--- config.mk ---
export PLATFORM = sky130hd
export DESIGN_NAME = key_entry_buffer
export DESIGN_NICKNAME = d
export VERILOG_FILES = /design/src/rtl/keyreg_pkg.sv /design/src/rtl/time_digit_check.sv /design/src/rtl/key_entry_buffer.sv
export SDC_FILE = /design/constraint.sdc
export NUM_CORES = 1
export LEC_CHECK = 0
export CAP_MARGIN = 10
export CORE_MARGIN = 2
export CORE_UTILIZATION = 42
export CTS_CLUSTER_DIAMETER = 30
export DETAILED_ROUTE_END_ITERATION = 12
export PLACE_DENSITY = 0.72
export SLEW_MARGIN = 20
export SYNTH_ARGS = -nofsm -noshare
export SYNTH_HDL_FRONTEND = slang
export SYNTH_SLANG_ARGS = --single-unit
--- constraint.sdc ---
create_clock -name i_clk -period 2 [get_ports i_clk]
set_input_delay 0.4 -clock i_clk [delete_from_list [all_inputs] [get_ports i_clk]]
set_output_delay 0.4 -clock i_clk [all_outputs]
set_load 0.005 [all_outputs]
--- src/rtl/keyreg_pkg.sv ---
// Shared constants for the keypad entry buffer: FSM encodings and BCD/time-of-day limits.
package keyreg_pkg;

    localparam int unsigned BCD_W           = 4;
    localparam int unsigned KEY_MAX_DEC     = 9;
    localparam int unsigned HR_MS_MAX       = 2;
    localparam int unsigned HR_LS_MAX_AT_20 = 3;
    localparam int unsigned MIN_MS_MAX      = 5;

    localparam logic [1:0] ST_IDLE  = 2'd0;
    localparam logic [1:0] ST_ENTRY = 2'd1;
    localparam logic [1:0] ST_HOLD  = 2'd2;

endpackage

--- src/rtl/time_digit_check.sv ---
// Combinational HH:MM range check on four BCD digits (digit 3 = MS hour, digit 0 = LS minute).
module time_digit_check
    import keyreg_pkg::*;
#(
    parameter int unsigned DIGIT_W = BCD_W
) (
    input  logic [4*DIGIT_W-1:0] i_digits,
    output logic                 o_ok_c
);

    logic [DIGIT_W-1:0] w_ms_hr;
    logic [DIGIT_W-1:0] w_ls_hr;
    logic [DIGIT_W-1:0] w_ms_min;
    logic [DIGIT_W-1:0] w_ls_min;
    logic               w_hr_ok;

    assign w_ms_hr  = i_digits[3*DIGIT_W +: DIGIT_W];
    assign w_ls_hr  = i_digits[2*DIGIT_W +: DIGIT_W];
    assign w_ms_min = i_digits[1*DIGIT_W +: DIGIT_W];
    assign w_ls_min = i_digits[0*DIGIT_W +: DIGIT_W];

    // Hours 20..23 limit the LS hour digit to 3; 00..19 allow any decimal digit.
    assign w_hr_ok = (32'(w_ms_hr) < HR_MS_MAX)  ? (32'(w_ls_hr) <= KEY_MAX_DEC) :
                     (32'(w_ms_hr) == HR_MS_MAX) ? (32'(w_ls_hr) <= HR_LS_MAX_AT_20) : 1'b0;

    assign o_ok_c = w_hr_ok
                  && (32'(w_ms_min) <= MIN_MS_MAX)
                  && (32'(w_ls_min) <= KEY_MAX_DEC);

endmodule

--- src/rtl/key_entry_buffer.sv ---
// Keypad digit entry buffer with backspace, clear, inactivity timeout and a validated commit
// that hands the value to the consumer over a valid/ready handshake.
module key_entry_buffer
    import keyreg_pkg::*;
#(
    parameter int unsigned DIGITS        = 4,
    parameter int unsigned DIGIT_W       = BCD_W,
    parameter int unsigned TIMEOUT_TICKS = 10,
    parameter int unsigned VALIDATE_TIME = 1
) (
    input  logic                         i_clk,
    input  logic                         i_rst_n,
    input  logic                         i_tick,
    input  logic                         i_shift,
    input  logic [DIGIT_W-1:0]           i_key,
    input  logic                         i_backspace,
    input  logic                         i_clear,
    input  logic                         i_commit,
    output logic [DIGITS*DIGIT_W-1:0]    o_buf_data,
    output logic [$clog2(DIGITS+1)-1:0]  o_count,
    output logic                         o_entry_active,
    output logic [DIGITS*DIGIT_W-1:0]    o_out_data,
    output logic                         o_out_valid,
    input  logic                         i_out_ready,
    output logic                         o_err,
    output logic                         o_timed_out
);

    localparam int unsigned BUF_W = DIGITS * DIGIT_W;
    localparam int unsigned CNT_W = $clog2(DIGITS + 1);
    localparam int unsigned TO_W  = (TIMEOUT_TICKS > 0) ? $clog2(TIMEOUT_TICKS + 1) : 1;

    logic [1:0]       r_state,        w_nxt_state;
    logic [BUF_W-1:0] r_buf,          w_nxt_buf;
    logic [CNT_W-1:0] r_count,        w_nxt_count;
    logic [BUF_W-1:0] r_out_data,     w_nxt_out_data;
    logic             r_out_valid,    w_nxt_out_valid;
    logic             r_err,          w_nxt_err;
    logic             r_timed_out,    w_nxt_timed_out;
    logic             r_entry_active;

    logic w_key_legal;
    logic w_range_ok;
    logic w_full;
    logic w_action;
    logic w_to_restart;
    logic w_to_expire;

    assign w_key_legal  = (32'(i_key) <= KEY_MAX_DEC);
    assign w_full       = (r_count == CNT_W'(DIGITS));
    assign w_action     = i_clear | i_commit | i_backspace | (i_shift & w_key_legal);
    assign w_to_restart = (r_state == ST_ENTRY) && !i_clear && !i_commit
                        && (i_backspace || (i_shift && w_key_legal));

    generate
        if (VALIDATE_TIME == 1 && DIGITS == 4) begin : g_range
            time_digit_check #(.DIGIT_W(DIGIT_W)) u_time_digit_check (
                .i_digits (r_buf),
                .o_ok_c   (w_range_ok)
            );
        end else begin : g_no_range
            assign w_range_ok = 1'b1;
        end

        // Inactivity counter: counts ticks in ENTRY, restarted by accepted digit edits.
        if (TIMEOUT_TICKS > 0) begin : g_timeout
            logic [TO_W-1:0] r_to_cnt;
            always_ff @(posedge i_clk or negedge i_rst_n) begin
                if (!i_rst_n)
                    r_to_cnt <= '0;
                else if (r_state != ST_ENTRY || w_to_restart || w_to_expire)
                    r_to_cnt <= '0;
                else if (i_tick)
                    r_to_cnt <= r_to_cnt + TO_W'(1);
            end
            assign w_to_expire = (r_state == ST_ENTRY) && i_tick && !w_action
                               && (r_to_cnt == TO_W'(TIMEOUT_TICKS - 1));
        end else begin : g_no_timeout
            assign w_to_expire = 1'b0;
        end
    endgenerate

    always_comb begin
        w_nxt_state     = r_state;
        w_nxt_buf       = r_buf;
        w_nxt_count     = r_count;
        w_nxt_out_data  = r_out_data;
        w_nxt_out_valid = r_out_valid;
        w_nxt_err       = 1'b0;
        w_nxt_timed_out = 1'b0;
        case (r_state)
            ST_IDLE: begin
                if (i_clear || (!i_commit && i_backspace)) begin
                    w_nxt_state = ST_IDLE;
                end else if (i_commit) begin
                    w_nxt_err = 1'b1;
                end else if (i_shift) begin
                    if (w_key_legal) begin
                        w_nxt_buf   = BUF_W'(i_key);
                        w_nxt_count = CNT_W'(1);
                        w_nxt_state = ST_ENTRY;
                    end else begin
                        w_nxt_err = 1'b1;
                    end
                end
            end
            ST_ENTRY: begin
                if (i_clear) begin
                    w_nxt_buf   = '0;
                    w_nxt_count = '0;
                    w_nxt_state = ST_IDLE;
                end else if (i_commit) begin
                    if (w_full && w_range_ok) begin
                        w_nxt_out_data  = r_buf;
                        w_nxt_out_valid = 1'b1;
                        w_nxt_buf       = '0;
                        w_nxt_count     = '0;
                        w_nxt_state     = ST_HOLD;
                    end else begin
                        w_nxt_err = 1'b1;
                    end
                end else if (i_backspace) begin
                    w_nxt_buf   = r_buf >> DIGIT_W;
                    w_nxt_count = r_count - CNT_W'(1);
                    if (r_count == CNT_W'(1))
                        w_nxt_state = ST_IDLE;
                end else if (i_shift && w_key_legal) begin
                    w_nxt_buf   = (r_buf << DIGIT_W) | BUF_W'(i_key);
                    w_nxt_count = w_full ? r_count : r_count + CNT_W'(1);
                end else begin
                    w_nxt_err = i_shift;
                    if (w_to_expire) begin
                        w_nxt_buf       = '0;
                        w_nxt_count     = '0;
                        w_nxt_timed_out = 1'b1;
                        w_nxt_state     = ST_IDLE;
                    end
                end
            end
            ST_HOLD: begin
                if (i_clear || i_out_ready) begin
                    w_nxt_out_valid = 1'b0;
                    w_nxt_state     = ST_IDLE;
                end
            end
            default: begin
                w_nxt_state = ST_IDLE;
            end
        endcase
    end

    always_ff @(posedge i_clk or negedge i_rst_n) begin
        if (!i_rst_n) begin
            r_state        <= ST_IDLE;
            r_buf          <= '0;
            r_count        <= '0;
            r_out_data     <= '0;
            r_out_valid    <= 1'b0;
            r_err          <= 1'b0;
            r_timed_out    <= 1'b0;
            r_entry_active <= 1'b0;
        end else begin
            r_state        <= w_nxt_state;
            r_buf          <= w_nxt_buf;
            r_count        <= w_nxt_count;
            r_out_data     <= w_nxt_out_data;
            r_out_valid    <= w_nxt_out_valid;
            r_err          <= w_nxt_err;
            r_timed_out    <= w_nxt_timed_out;
            r_entry_active <= (w_nxt_state == ST_ENTRY);
        end
    end

    assign o_buf_data     = r_buf;
    assign o_count        = r_count;
    assign o_entry_active = r_entry_active;
    assign o_out_data     = r_out_data;
    assign o_out_valid    = r_out_valid;
    assign o_err          = r_err;
    assign o_timed_out    = r_timed_out;

endmodule

==> run metrics, run 1 <==
grt ovf=0; area added between synthesis and finish=46.21%; syn_nets=198; n_diodes=0; initial antenna violation count=0; hold_ws=0.05218 ns; EDFF count, synth=0; Syn Inst Count=180; setup violators final=0; CTS buffer count=5; CTS-repair resized insts=0; Reg area=around 1100 µm²; IO Port Bufs=50; minimum clock period=~2.0 ns; multi-input combinational cell area=between 900 and 1000 µm²; layout cells sized above 1=25.83%; Post-DRT Antenna Nets=0; routed vias=1734; Slew @ Worst Pin=0.6095 ns; sequential area share after synthesis=between 50% and 60%; WL final=5061 µm; Power Total=2060 µW; Synth Register Bits=45; CP Max Fanout=7; endpoint required time on the critical path=about 2.2 ns; syn avg cell area=about 12 µm²; root buffer cell=clkbuf_8; kind of start point of the critical path=input pin; count leader, synth=dfrtp_1; synth top area cells=dfrtp_1 (52%), mux2_2 (6.8%), ha_1 (3.5%), o2bb2ai_1 (3.3%), mux2_1 (3.1%); hpwl dp=3817 µm; Core Area=5010 µm²; reg-to-reg setup timing slack=~0.090 ns; Hold Vio Cnt, Final=0; pwr dens=656.3 nW/µm²; CP arrival=2.15 ns; CTS tree=done; Setup Buffers After CTS=0; DRT Pass-1 Iters=4; Synth Cell Area=2147 µm²; critical path type=input pin to register; post-synth top area cell=dfrtp_1; initial core utilization=42.86%; pre-CTS setup slack=-0.2993 ns; vias in the first global route=around 1700; Cell variety after synth=45; fraction of registers with async set/reset=100.0%; outcome=complete, no violations; worst min path class=input pin to asynchronous set/reset pin; fmax=0.5061 GHz; Die H=75.50 µm; fin util=62.66%; skew final=0.006548 ns; Filler cells=approximately 440; main flop type after synthesis=dfrtp_1; DRC=0; final worst slack=between 0.02 and 0.025 ns; leak pwr=0.001396 µW; Period Utilization, post-route=a little over nine tenths; maxcap violations=0; endpoint class of the critical path=register; share of the synthesized area in the top cell type=52.45%; first-pass GRT wire length=between 8000 and 9000 µm; vias per cell=5.085; number of I/O pins=51; max-slew violation count=0; row count=26; Iter 0 DRT Violations=70; clock-pin slew on the worst setup and hold paths=roughly 0.08 ns; Synth top cells by count=dfrtp_1 (45), mux2_2 (13), nor2_1 (10), o2bb2ai_1 (8); die area=5700 µm²; clk sink count=45; Tot GR Track Use=19.31%; Final GP Congestion=0.8534; largest net degree at the start of global routing=22; worst skew pair latency=0.30 ns; Die W=75.50 µm; Nets=approximately 290; Ys Warns=0; H-Tree Depth=2; CTS Buffer Depth=2; DR WL/cell=14.84 µm; hold_buf cts=0; Max IR drop VDD=433.0 µV; slew margin rel.=59.22%
logic make-up (layout without fill, tap and decap cells):
family	after synthesis	count (layout)	share of synthesized area, %
AND/OR/NAND/NOR	50	50	13.81
flip-flops	45	45	52.45
AO/OA/AOI/OAI	42	42	15.09
multiplexers	20	20	10.43
buffers and inverters	12	103	2.680
adder cells (fa/ha/maj)	6	6	3.496
XOR/XNOR	5	5	2.040
through the flow:
step / setup TNS [ns] / instances / cell area (µm²)
floorplan: 0 / 180 / 2147
global placement: -5.125 / 333 / 3008
detailed placement: -6.771 / 333 / 3008
CTS: 0 / 341 / 3124
global route: -0.1430 / 341 / 3139
finish: 0 / 341 / 3139
registers in the layout (all words and copies together), names as in the netlist:
register	flops
o_err	1
o_out_valid	1
o_entry_active	1
o_timed_out	1
o_out_data	16
g_timeout.r_to_cnt	4
o_count	3
r_state	2
o_buf_data	16
power breakdown:
group | internal [µW] | leakage, µW | switching, µW
Clock | 407 | 0.0000585 | 291
Sequential | 957 | 0.000614 | 38.3
Combinational | 212 | 0.000724 | 154
per-layer routing:
metal	wire (µm)	track usage [%]
met5	0	0
met4	55	5.263
met1	2355	26.76
met2	2426	30.43
met3	224	4.762
worst paths after layout:
check                                                 from  cells past startpoint                    endpoint
max in group asynchronous                          i_rst_n                      2  o_out_data[11]$_DFFE_PN0P_
worst max-delay path                               i_clear                      7      o_count[0]$_DFFE_PN0P_
worst min-delay path                               i_rst_n                      1      o_count[1]$_DFFE_PN0P_
min in group i_clk              o_out_data[15]$_DFFE_PN0P_                      1  o_out_data[15]$_DFFE_PN0P_
worst max register to register      o_count[0]$_DFFE_PN0P_                      8   o_out_data[2]$_DFFE_PN0P_
worst min register to register  o_out_data[15]$_DFFE_PN0P_                      1  o_out_data[15]$_DFFE_PN0P_
cells in the final DEF, fill, tap and decap left out, types with 3 or more instances in the layout:
master / synthesis / layout
ha_1: 6 / 6
a22o_1: 4 / 4
clkbuf_8: 0 / 6
clkdlybuf4s50_1: 0 / 49
nor3_1: 5 / 5
a32o_1: 4 / 4
buf_4: 0 / 40
inv_1: 4 / 4
dfrtp_1: 45 / 45
nor3b_1: 3 / 3
nand2b_1: 5 / 5
a22oi_1: 7 / 7
a21oi_1: 3 / 3
xor2_1: 3 / 3
nor2_1: 10 / 10
nor2b_1: 4 / 4
o2bb2ai_1: 8 / 8
mux2_1: 6 / 6
mux2_2: 13 / 13
nand2_1: 7 / 7
critical path, stage by stage:
cell             delay [ns]
clkdlybuf4s50_1        0.47
buf_4                  0.19
nor3b_1                0.35
o21ai_2                0.14
buf_4                  0.17
nand3_2                0.08
mux2_1                 0.34
layout make-up:
type                       count  share of cell area, %
tap                           70                  2.790
sequential                    45                  35.87
multi-input combinational    123                  31.17
inverter                       4                 0.4783
clock buffer                   7                  2.750
clock inverter                 1                 0.9566
timing repair buffer          91                  25.99
Note: power is estimated with default switching activity, not from simulation.
==> run 2, diff against run 1 <==
--- a/config.mk
+++ b/config.mk
@@ -10,8 +10,9 @@
 export CORE_UTILIZATION = 42
 export CTS_CLUSTER_DIAMETER = 30
 export DETAILED_ROUTE_END_ITERATION = 12
-export PLACE_DENSITY = 0.72
+export PLACE_DENSITY = 0.69
 export SLEW_MARGIN = 20
 export SYNTH_ARGS = -nofsm -noshare
 export SYNTH_HDL_FRONTEND = slang
+export SYNTH_HIERARCHICAL = 1
 export SYNTH_SLANG_ARGS = --single-unit
==> constraint.sdc (replaced) <==
create_clock -name i_clk -period 2.4 [get_ports i_clk]
set_input_delay 0.48 -clock i_clk [delete_from_list [all_inputs] [get_ports i_clk]]
set_output_delay 0.48 -clock i_clk [all_outputs]
set_load 0.005 [all_outputs]
==> run 2 against run 1 <==
Compared with the run above:
- clock-buffer cell count down 2
- global-route usage down 1.0 points
- combinational power down 23%
- critical path depth unchanged
- cell count down 5.6%
- flip-flop and latch count unchanged
- highest routed layer unchanged
==> run metrics, run 2 <==
outcome=complete, no violations; kind of start point of the critical path=register; initial antenna violation count=0; Sw Ratio=24.82%; skew final=0.008015 ns; clk sink count=45; Syn Inst Count=about 190; syn avg cell area=11.93 µm²; first-pass GRT wire length=between 8000 and 9000 µm; IO Port Bufs=50; Synth Register Bits=45; share of the synthesized area in the top cell type=51.02%; TNS Setup=0 ns; clock share of power=33.2%; count leader, synth=dfrtp_1; Finished Layout Cells=322; Ys Warns=6; Die W=approximately 76 µm; fraction of registers with async set/reset=100.0%; main flop type after synthesis=dfrtp_1; H-Tree Depth=2; vias per cell=5.342; setup violators final=0; most frequent cells in the layout=clkdlybuf4s50_1 (49), dfrtp_1 (45), buf_4 (17); Max stage delay on crit path=0.39 ns; R2R depth=7; endpoint required time on the critical path=2.58 ns; CTS Buffer Depth=2; DRC=0; end of the worst register-to-register path=o_out_data[15]$_DFFE_PN0P_; Hold Vio Cnt, Final=0; largest net degree at the start of global routing=25; CTS tree=done; layout cells sized above 1=18.65%; post-synth top area cell=dfrtp_1; endpoint class of the critical path=register; Reg area=1126 µm²; Pint=1246 µW; Post-DRT Antenna Nets=0; minimum clock period=2.179 ns; DRT Pass-1 Iters=4; syn_nets=203; pwr dens=~550 nW/µm²; multi-input combinational cell area=around 1000 µm²; Iter 0 DRT Violations=107; Nets=between 200 and 300; root buffer cell=clkbuf_8; Slew @ Worst Pin=0.5072 ns; max-slew violation count=0; CTS-repair resized insts=0; Worst setup startpoint=o_buf_data[6]$_DFFE_PN0P_; Critical R2R Launch=o_buf_data[6]$_DFFE_PN0P_; vias in the first global route=1742; synth top area cells=dfrtp_1 (51%), mux2i_1 (4.5%), mux2_1 (4.1%), mux2_2 (4.1%), ha_1 (3.4%); reg-to-reg setup timing slack=0.22 ns; Core Area=roughly 5100 µm²; critical path's slowest cell=dfrtp_1; most common cell after layout, fill and taps aside=clkdlybuf4s50_1; routed vias=roughly 1700; maxcap violations=0; Die H=76.49 µm; fmax=0.4590 GHz; row count=26; CP arrival=between 2 and 2.5 ns; Switch Pwr=411.3 µW; die area=5851 µm²; worst min path class=input pin to asynchronous set/reset pin; Final GP Congestion=0.8375; worst skew pair latency=0.30 ns; Logic pwr share=17.0%; worst-path cell chain=a2111oi_2 > and4_1 > and3_1 > nand3_1 > nor2_4 > buf_12 > mux2_1; Tot GR Track Use=18.30%; part of the power in registers=49.9%; number of I/O pins=51; CP endpoint=o_out_data[15]$_DFFE_PN0P_; WL final=4992 µm; initial core utilization=43.49%; unrepaired setup endpoints after global routing=no; clock-pin slew on the worst setup and hold paths=0.08 ns; hpwl dp=3652 µm; sequential area share after synthesis=51.02%; EDFF count, synth=0; CP Max Fanout=16; Synth Cell Area=~2200 µm²; Power Total=1658 µW; critical path type=register to register; area added between synthesis and finish=35.83%; Filler cells=442; Setup Buffers After CTS=0; fin util=just under 60%; CTS buffer count=5; Cell variety after synth=45; Period Utilization, post-route=between 90% and 100%; DP Cell Count=315; DR WL/cell=around 16 µm; Max IR drop VDD=407.6 µV; Synth top cells by count=dfrtp_1 (45), mux2i_1 (10), nor2_1 (9); hold_buf cts=0; n_diodes=0; leak pwr=between 0.001 and 0.0015 µW; slew margin rel.=66.19%; grt ovf=0
==> run 2: cell count changes after synthesis, moves of 4 or more <==
cell	change
a21oi_1	+4
a32oi_1	+5
a22oi_1	-7
nand3_1	+4
mux2i_1	+9
a32o_1	-4
mux2_2	-5
==> run 2: worst min path at each step <==
| stage | cells after the start | endpoint | slack, ns |
|---|---|---|---|
| 2_1_floorplan | 0 | g_timeout.r_to_cnt[0]$_DFFE_PN0P_ | 0.18 |
| 3_3_place_gp | 1 | o_out_data[10]$_DFFE_PN0P_ | 0.47 |
| 3_5_place_dp | 1 | o_out_data[13]$_DFFE_PN0P_ | 0.48 |
| 4_1_cts | 1 | o_buf_data[0]$_DFFE_PN0P_ | 0.16 |
| 5_1_grt | 1 | o_out_data[3]$_DFFE_PN0P_ | 0.18 |
| 6_report | 1 | o_buf_data[0]$_DFFE_PN0P_ | 0.15 |
==> run 2: final cells by class <==
type                            instances  area share (%)
Tap cell                               70           2.922
Sequential cell                        45           37.56
Clock inverter                          2           1.169
Timing Repair Buffer                   68           21.45
Inverter                                6          0.7513
Multi-Input combinational cell        126           33.85
Clock buffer                            5           2.295
==> run 2: metal layers <==
layer / wire, µm / global-route usage, %
met3: 202 / 3.555
met2: 2351 / 29.03
met4: 76 / 7.273
met1: 2362 / 24.81
met5: 0 / 0
==> run 2: metrics by stage <==
stage               worst slack [ns]  hold slack (ns)  instance area (µm²)
finish                        0.2212           0.1495                 2998
global route                  0.1354           0.1786                 2998
detailed placement            0.1340           0.4751                 2894
CTS                           0.2407           0.1635                 2998
floorplan                     0.2356           0.1844                 2207
global placement              0.1266           0.4737                 2894
==> run 2: power by group through the flow <==
| stage | Combinational [µW] | Clock, µW | Sequential, µW |
|---|---|---|---|
| detailed placement | 279 | 0 | 842 |
| global placement | 279 | 0 | 841 |
| floorplan | 108 | 0 | 844 |
| global route | 307 | 597 | 832 |
| CTS | 282 | 562 | 827 |
| finish | 281 | 550 | 827 |
==> run 2: critical path, delay by kind of cell, from the launching register on <==
family	cells	cell delay (ns)
flip-flops	1	0.39
AO/OA/AOI/OAI	1	0.34
multiplexers	1	0.33
AND/OR/NAND/NOR	4	0.82
buffers and inverters	1	0.16
==> run 2: logic make-up after synthesis <==
group,synth area share (%)
flip-flops,51.02
XOR/XNOR,1.984
adder cells (fa/ha/maj),3.401
buffers and inverters,3.004
AO/OA/AOI/OAI,17.18
multiplexers,13.38
AND/OR/NAND/NOR,10.03
==> run 3, diff against run 2 <==
--- a/config.mk
+++ b/config.mk
@@ -5,8 +5,8 @@
 export SDC_FILE = /design/constraint.sdc
 export NUM_CORES = 1
 export LEC_CHECK = 0
+export ABC_CLOCK_PERIOD_IN_PS = 2400
 export CAP_MARGIN = 10
-export CORE_MARGIN = 2
 export CORE_UTILIZATION = 42
 export CTS_CLUSTER_DIAMETER = 30
 export DETAILED_ROUTE_END_ITERATION = 12
==> run 3 against run 2 <==
Compared with the run above:
- global-route usage rose by 1.8 points
- fmax rose by 1.7%
- combinational power fell by 1%
- die area fell by 5.2%
- routed wire length fell by 1.5%
- critical path type unchanged
- largest cell class unchanged
==> run metrics, run 3 (same netlist as run 2, synthesis figures left out) <==
endpoint required time on the critical path=2.58 ns; CTS Buffer Depth=2; vias per cell=5.300; Filler cells=446; DRT Pass-1 Iters=4; initial core utilization=43.49%; initial antenna violation count=0; setup violators final=0; pwr dens=556.8 nW/µm²; Setup Buffers After CTS=0; Switch Pwr=417.1 µW; CTS buffer count=5; Max IR drop VDD=between 300 and 400 µV; unrepaired setup endpoints after global routing=no; hpwl dp=3442 µm; grt ovf=0; vias in the first global route=1586; Iter 0 DRT Violations=between 150 and 200; routed vias=1696; n_diodes=0; row count=26; Post-DRT Antenna Nets=0; DR WL/cell=15.37 µm; endpoint class of the critical path=register; Final GP Congestion=0.8562; worst min path class=input pin to asynchronous set/reset pin; root buffer cell=clkbuf_8; minimum clock period=2.142 ns; outcome=complete, no violations; CTS tree=done; number of I/O pins=around 50; Core Area=5075 µm²; Die W=approximately 74 µm; Design Area, Final=2983 µm²; IO Port Bufs=50; final worst slack=0.2582 ns; layout cells sized above 1=18.00%; Pint=1244 µW; kind of start point of the critical path=register; most frequent cells in the layout=clkdlybuf4s50_1 (49), dfrtp_1 (45), buf_4 (15); slew margin rel.=between 60% and 70%; CTS-repair resized insts=0; Hold Vio Cnt, Final=0; TNS Setup=0 ns; first-pass GRT wire length=8176 µm; critical path type=register to register; hold_buf cts=0; maxcap violations=0; clock-pin slew on the worst setup and hold paths=0.08 ns; Period Utilization, post-route=89.24%; CP Max Fanout=16; Sw Ratio=between 20% and 30%; clock share of power=33.6%; die area=5549 µm²; pre-CTS setup slack=between 0.1 and 0.15 ns; WL final=4918 µm; worst skew pair latency=about 0.3 ns; area added between synthesis and finish=35.15%; placement-stage cell area=2879 µm²; part of the power in registers=49.8%; largest net degree at the start of global routing=46; Nets=268; Tot GR Track Use=20.10%; Slew @ Worst Pin=between 0.5 and 0.6 ns; CP arrival=around 2.3 ns; leak pwr=0.001343 µW; DRC=0; fmax=0.4669 GHz; Logic pwr share=16.7%; max-slew violation count=0; H-Tree Depth=2; skew final=0.006806 ns; most common cell after layout, fill and taps aside=clkdlybuf4s50_1; Die H=74.49 µm; clk sink count=45
## run 3: cell types whose count changed in the layout (fill, tap and decap cells not counted), sizes merged
cell / previous run / this run
buf: 19 / 17
## run 3: final cells by class
class / count / area, µm² / area share, %
inverters: 6 / 22.52 / 0.7550
well taps: 70 / 87.58 / 2.936
clock buffers: 5 / 68.82 / 2.307
repair buffers: 66 / 628.1 / 21.06
multi-input cells: 126 / 1015 / 34.02
clock inverters: 2 / 35.03 / 1.174
flip-flops and latches: 45 / 1126 / 37.75
## run 3: worst paths after layout
kind / start / endpoint / slack (ns) / cells past startpoint
worst max-delay path: o_buf_data[6]$_DFFE_PN0P_ / o_out_data[2]$_DFFE_PN0P_ / 0.26 / 7
worst min-delay path: i_rst_n / o_out_data[15]$_DFFE_PN0P_ / 0.25 / 2
max in group asynchronous: i_rst_n / g_timeout.r_to_cnt[1]$_DFFE_PN0P_ / 1.75 / 2
worst min register to register: o_out_data[6]$_DFFE_PN0P_ / o_out_data[6]$_DFFE_PN0P_ / 0.49 / 1
min in group i_clk: o_out_data[6]$_DFFE_PN0P_ / o_out_data[6]$_DFFE_PN0P_ / 0.49 / 1
worst max register to register: o_buf_data[6]$_DFFE_PN0P_ / o_out_data[2]$_DFFE_PN0P_ / 0.26 / 7
## run 3: critical path: stages, from the launching register on
cell and delay (ns):
dfrtp_1 0.40, a2111oi_2 0.34, and4_1 0.22, and3_1 0.23, nand3_1 0.18, nor2_4 0.15
buf_12 0.17, mux2_2 0.34
## run 3: routing by layer
layer  vias up  wire (µm)  GRT usage, %
met1       839       2411         29.61
met4         0         45         6.289
li1        810          -             -
met2        43       2257         29.13
met3         4        203         4.878
met5         -          0             0
## run 3: power groups by stage
stage               sequential, µW  combinational [µW]  clock [µW]
global route                   831                 305         603
detailed placement             841                 276           0
CTS                            827                 278         573
finish                         827                 277         557
global placement               841                 274           0
floorplan                      844                 108           0
## run 3: through the flow
step / hold WS (ns) / instances / power, µW / util [%]
after floorplan: 0.1844 / 185 / 952.3 / -
after detailed placement: 0.4740 / 313 / 1117 / 56.73
final: 0.2516 / 320 / 1661 / 58.78
after CTS: 0.2726 / 320 / 1678 / 58.78
after global placement: 0.4726 / 313 / 1115 / 56.73
after global routing: 0.2936 / 320 / 1739 / 58.78
